**src/rtl/ysyx_25040105_mem_arbiter.sv**
```systemverilog
// ysyx_25040105_mem_arbiter
//
// Shares the single memory port between the instruction-fetch unit (IFU,
// read-only) and the load/store unit (LSU, read/write). One transaction is
// outstanding at a time. Ties are broken round-robin, and addresses are
// word-aligned on the way out. Every memory access is guarded by a response
// timeout. Sub-word handling stays in the LSU: only aligned words and the
// byte mask pass through here.
//
// Ports
//   clk, rst_n        rising-edge clock, asynchronous active-low reset
//   ifu_req_*         IFU request: valid/ready handshake, byte address
//   ifu_resp_*        IFU response: one-cycle valid pulse, read word, error
//   lsu_req_*         LSU request: valid/ready, address, wen, wdata, wmask
//   lsu_resp_*        LSU response: one-cycle valid pulse, read word, error
//   mem_req_*         memory request: valid/ready, aligned address, wen,
//                     wdata, wmask
//   mem_resp_*        memory response: valid, read word
//
// Parameter
//   TIMEOUT           cycles spent in WAIT without a response before the
//                     error response is produced (1..255)
//
// state | meaning
// ------+---------------------------------------------------------------
// IDLE  | no transaction; grant one requester and latch its request
// ISSUE | mem_req_valid high with the latched fields until mem_req_ready
// WAIT  | request accepted; wait for mem_resp_valid or the timeout
// RESP  | owner's resp_valid high for one cycle with registered rdata/err

module ysyx_25040105_mem_arbiter #(
  parameter int TIMEOUT = 255
) (
  input  logic        clk,
  input  logic        rst_n,

  input  logic        ifu_req_valid,
  output logic        ifu_req_ready,
  input  logic [31:0] ifu_addr,
  output logic        ifu_resp_valid,
  output logic [31:0] ifu_rdata,
  output logic        ifu_err,

  input  logic        lsu_req_valid,
  output logic        lsu_req_ready,
  input  logic [31:0] lsu_addr,
  input  logic        lsu_wen,
  input  logic [31:0] lsu_wdata,
  input  logic [3:0]  lsu_wmask,
  output logic        lsu_resp_valid,
  output logic [31:0] lsu_rdata,
  output logic        lsu_err,

  output logic        mem_req_valid,
  input  logic        mem_req_ready,
  output logic [31:0] mem_addr,
  output logic        mem_wen,
  output logic [31:0] mem_wdata,
  output logic [3:0]  mem_wmask,
  input  logic        mem_resp_valid,
  input  logic [31:0] mem_rdata
);

  typedef enum logic [1:0] {
    S_IDLE  = 2'd0,
    S_ISSUE = 2'd1,
    S_WAIT  = 2'd2,
    S_RESP  = 2'd3
  } state_t;

  localparam logic       OWNER_IFU = 1'b0;
  localparam logic       OWNER_LSU = 1'b1;
  localparam logic [7:0] CNT_LAST  = 8'(TIMEOUT - 1);

  state_t      state;
  logic        owner;
  logic        last_owner;
  logic [31:0] addr_q;
  logic        wen_q;
  logic [31:0] wdata_q;
  logic [3:0]  wmask_q;
  logic [7:0]  cnt;
  logic        err_q;
  logic [31:0] rdata_q;
  logic        mem_req_valid_q;
  logic        ifu_resp_q;
  logic        lsu_resp_q;

  logic        grant_ifu;
  logic        grant_lsu;
  logic        in_idle;

  // The IFU wins unless the LSU is also asking and the IFU went last.
  assign grant_ifu = ifu_req_valid & (~lsu_req_valid | (last_owner == OWNER_LSU));
  assign grant_lsu = lsu_req_valid & ~grant_ifu;
  assign in_idle   = (state == S_IDLE);

  assign ifu_req_ready = in_idle & grant_ifu;
  assign lsu_req_ready = in_idle & grant_lsu;

  assign mem_req_valid = mem_req_valid_q;
  assign mem_addr      = addr_q & 32'hFFFF_FFFC;
  assign mem_wen       = wen_q;
  assign mem_wdata     = wdata_q;
  assign mem_wmask     = wmask_q;

  // rdata/err are shared; each is only meaningful under its own resp_valid.
  assign ifu_resp_valid = ifu_resp_q;
  assign ifu_rdata      = rdata_q;
  assign ifu_err        = err_q;
  assign lsu_resp_valid = lsu_resp_q;
  assign lsu_rdata      = rdata_q;
  assign lsu_err        = err_q;

  always_ff @(posedge clk or negedge rst_n) begin
    if (!rst_n) begin
      state           <= S_IDLE;
      owner           <= OWNER_IFU;
      last_owner      <= OWNER_LSU;
      addr_q          <= 32'h0;
      wen_q           <= 1'b0;
      wdata_q         <= 32'h0;
      wmask_q         <= 4'h0;
      cnt             <= 8'h0;
      err_q           <= 1'b0;
      rdata_q         <= 32'h0;
      mem_req_valid_q <= 1'b0;
      ifu_resp_q      <= 1'b0;
      lsu_resp_q      <= 1'b0;
    end else begin
      ifu_resp_q <= 1'b0;
      lsu_resp_q <= 1'b0;

      case (state)
        S_IDLE: begin
          if (grant_ifu) begin
            owner      <= OWNER_IFU;
            last_owner <= OWNER_IFU;
            addr_q     <= ifu_addr;
            wen_q      <= 1'b0;
            wdata_q    <= 32'h0;
            wmask_q    <= 4'h0;
            // A misaligned fetch is answered locally; memory never sees it.
            if (ifu_addr[1:0] != 2'b00) begin
              err_q      <= 1'b1;
              rdata_q    <= 32'h0;
              ifu_resp_q <= 1'b1;
              state      <= S_RESP;
            end else begin
              mem_req_valid_q <= 1'b1;
              state           <= S_ISSUE;
            end
          end else if (grant_lsu) begin
            owner           <= OWNER_LSU;
            last_owner      <= OWNER_LSU;
            addr_q          <= lsu_addr;
            wen_q           <= lsu_wen;
            wdata_q         <= lsu_wdata;
            wmask_q         <= lsu_wen ? lsu_wmask : 4'h0;
            mem_req_valid_q <= 1'b1;
            state           <= S_ISSUE;
          end
        end

        S_ISSUE: begin
          if (mem_req_ready) begin
            mem_req_valid_q <= 1'b0;
            cnt             <= 8'h0;
            state           <= S_WAIT;
          end
        end

        S_WAIT: begin
          if (mem_resp_valid) begin
            rdata_q    <= wen_q ? 32'h0 : mem_rdata;
            err_q      <= 1'b0;
            ifu_resp_q <= (owner == OWNER_IFU);
            lsu_resp_q <= (owner == OWNER_LSU);
            state      <= S_RESP;
          end else if (cnt == CNT_LAST) begin
            // Last WAIT cycle: the response lands TIMEOUT+1 cycles after
            // the mem_req_ready cycle.
            rdata_q    <= 32'h0;
            err_q      <= 1'b1;
            ifu_resp_q <= (owner == OWNER_IFU);
            lsu_resp_q <= (owner == OWNER_LSU);
            state      <= S_RESP;
          end else begin
            cnt <= cnt + 8'h1;
          end
        end

        S_RESP: begin
          state <= S_IDLE;
        end

        default: begin
          state <= S_IDLE;
        end
      endcase
    end
  end

endmodule

```
**config.mk**
```make
export PLATFORM = sky130hd
export DESIGN_NAME = ysyx_25040105_mem_arbiter
export DESIGN_NICKNAME = d
export VERILOG_FILES = /design/src/rtl/ysyx_25040105_mem_arbiter.sv
export SDC_FILE = /design/constraint.sdc
export NUM_CORES = 1
export LEC_CHECK = 0
export BUFFER_PORTS_ARGS = -buffer_cell sky130_fd_sc_hd__buf_2
export CAP_MARGIN = 20
export CORE_MARGIN = 4
export CORE_UTILIZATION = 45
export CTS_CLUSTER_DIAMETER = 60
export CTS_CLUSTER_SIZE = 30
export DETAILED_ROUTE_END_ITERATION = 10
export PLACE_DENSITY = 0.83
export SLEW_MARGIN = 40
export SYNTH_ARGS = -nofsm -noshare
export SYNTH_HDL_FRONTEND = slang
export SYNTH_SLANG_ARGS = --single-unit
export TNS_END_PERCENT = 50
```
**constraint.sdc**
```tcl
create_clock -name clk -period 2.55 [get_ports clk]
set_clock_uncertainty 0.2 [all_clocks]
set_input_delay 0.51 -clock clk [delete_from_list [all_inputs] [get_ports clk]]
set_output_delay 0.51 -clock clk [all_outputs]
set_load 0.01 [all_outputs]
```
==> results by group <==
Setup path
  – Slowest Stage Delay on Critical Path: 0.40 ns
  – R2R Path End: ifu_rdata[4]
  – CP cell instances: inv_1, ha_2, inv_1, nor2_1, buf_2
  – R2R cell count: 7
  – Setup CP Type: reg2out
  – Peak fanout along the critical path: 12
  – Req. time, crit path: around 1.8 ns
  – Worst path top cell family by delay: flip-flops
  – Arr. time, crit path: 1.64 ns
  – Sum of buffers and inverters on the critical path: 3
  – Worst path most repeated cell: inv_1
  – Critical Path Sink Type: output port
  – Slowest cell on the critical path: dfrtp_1
  – R2R setup slack: ~0.3 ns
  – Crit path launch type: flop
  – R2R Path Start: state[0]

Synth
  – Seq/Total Area, Yosys: 54.18%
  – Post-synth EDFFs: 0
  – Count leader, synth: dfrtp_1
  – Ys Warns: 0
  – Synth cell types: 43
  – Commonest cells in the netlist: 114 x dfrtp_1, 70 x nand2_1, 62 x mux2i_1, 40 x inv_1, 40 x o21ai_0
  – Ys flop type: dfrtp_1
  – Mapped Cells: ~490
  – Synthesized area: 5314 µm²
  – Top cell type by total area after synthesis: dfrtp_1
  – Area share of the largest cell type after synthesis: roughly 54%
  – FFs w/ async S/R, synth: 100.0%
  – Synth area leaders: dfrtp_1 54%, mux2i_1 12%, a22o_1 5.6%, buf_4 4.9%, nand2_1 4.9%
  – #FFs+latches synth: approximately 120
  – Mapped Avg Cell Area: 10.96 µm²

Die
  – Die area: 13610 µm²
  – Die Y: 116.7 µm
  – Die width: 116.7 µm
  – Starting density of the core: 46.34%
  – Rows: 39
  – I/O Pins: 279
  – Core area: 11470 µm²

CTS
  – Clock Latency Late Sink: 0.40 ns
  – Max Root-Sink Buffers: 2
  – Cts repair resizes: 0
  – Clock-pin slew on the worst setup and hold paths: 0.05 ns
  – TritonCTS buffer count: 17
  – Clock root cell: clkbuf_16
  – CTS sink cnt: 115
  – # hold bufs at CTS: 0
  – CTS tree: built
  – Htree depth: 4
  – Postcts setup bufs: 0

Routing
  – Wire per inst: ~16 µm
  – TritonRoute pass-1 iters: 4
  – 1st-iter DRT viols: around 210
  – Detailed Route WL: approximately 14000 µm
  – Post-DRT Antenna Nets: 0
  – Drt drc: 0
  – Via count: ~4.4k
  – Drt via density: 4.969

STA
  – Setup ws final: 0.2044 ns
  – # setup viols final: 0
  – Worst-Margin Slew: 0.7486 ns
  – Slew HR: 49.91%
  – Fmax: approximately 430 MHz
  – Worst hold slack: -0.03434 ns
  – Final Hold Vio Count: 24
  – Final worst-path cycle share: 91.98%
  – RSZ-0062 raised after global routing: no
  – Final slew viol count: 0
  – Final TNS setup: 0 ns
  – Crit path time final: 2.346 ns

Power
  – Max VDD drop: 0.7015 mV
  – Pwr dens: 1275 nW/µm²
  – LEAKAGE: 0.003996 µW

GRT
  – Total grt overflow: 0
  – Antenna violations before repair: 0
  – Gr usage total: 19.78%
  – Vias in the first global route: ~4.2k
  – Largest net degree at the start of global routing: ~120
  – Global-route wire length before repair: 20690 µm

Placed design
  – Port-buffer cells: roughly 270
  – Gpl congestion: 0.8030
  – Pre-CTS setup slack: 0.3108 ns
  – Dpl cell area: 6543 µm²
  – Post-DP HPWL: 10270 µm

Outcome
  – Status: complete, but fails checks
  – Failing checks: hold timing

Final layout
  – # diodes: 0
  – Layout Utilization: 63.06%
  – Filler cell count: 912
  – Register area: 2879 µm²
  – Multi-input logic area: 1881 µm²
  – Fin area: 7231 µm²
  – Share of layout cells above drive strength 1: between 40% and 50%
  – Area Overhead vs Synth: 36.07%
  – Nets@finish: 868

Worst hold path
  – Min-delay worst type: in2async

Flow run
  – MaxCap Viol Count: 0
sequential cells by signal, indices dropped and copies added, names as in the netlist, 2 cells and up:
signal	count
addr_q	30
state	2
mem_wdata	32
cnt	8
ifu_rdata	32
mem_wmask	4
layer usage:
layer	GRT usage (%)	vias up	part of all wire, %
met1	23.13	2045	39
met3	5.492	17	8.6
li1	-	2101	-
met5	0	-	0
met4	7.875	0	1.7
met2	34.48	210	51
area by class of cell:
class | instances | share of cell area (%)
well taps | 143 | 2.474
clock buffers | 23 | 6.749
clock inverters | 9 | 2.734
flip-flops and latches | 115 | 39.82
repair buffers | 280 | 20.14
inverters | 40 | 2.076
multi-input cells | 270 | 26.01
layout by cell type (no fill, tap or decap), types with 5 or more instances in the layout:
cell type  Yosys  final
inv_1         40     40
nand2_1       70     69
buf_2         10    273
a32o_1         5      5
bufinv_16      0      6
clkbuf_16      0     17
dfrtp_1      114    114
o21ai_0       40     40
mux2i_1       62     62
nor2_1         9      8
a22o_1        34     34
stage by stage:
stage               instances  hold slack, ns  total power (µW)
detailed placement        848          0.2660              6566
floorplan                 486         0.01441              5400
global route              880         0.02550              9822
global placement          848          0.2602              6412
finish                    880        -0.03434              9218
CTS                       880         0.01592              9333
kinds of logic after synthesis:
kind of cell	share of synthesized area [%]
fa+ha+maj	1.177
other cells	0.07057
simple gates	8.477
mux	12.53
compound gates	12.72
flops	54.18
buf+inv	10.85
power breakdown:
group          switching, µW  internal [µW]  total, µW
combinational           1930           1520       3460
clock                    784           1930       2720
sequential               468           2580       3040
worst max-delay path by stage:
stage | endpoint | from | cells after the start
floorplan | ifu_rdata[0] | cnt[0] | 7
global placement | ifu_rdata[22] | state[0] | 7
detailed placement | ifu_rdata[5] | state[0] | 7
CTS | ifu_req_ready | state[0] | 5
global route | ifu_req_ready | state[0] | 5
finish | ifu_req_ready | state[0] | 5
Power figures use the tool's default switching activity.
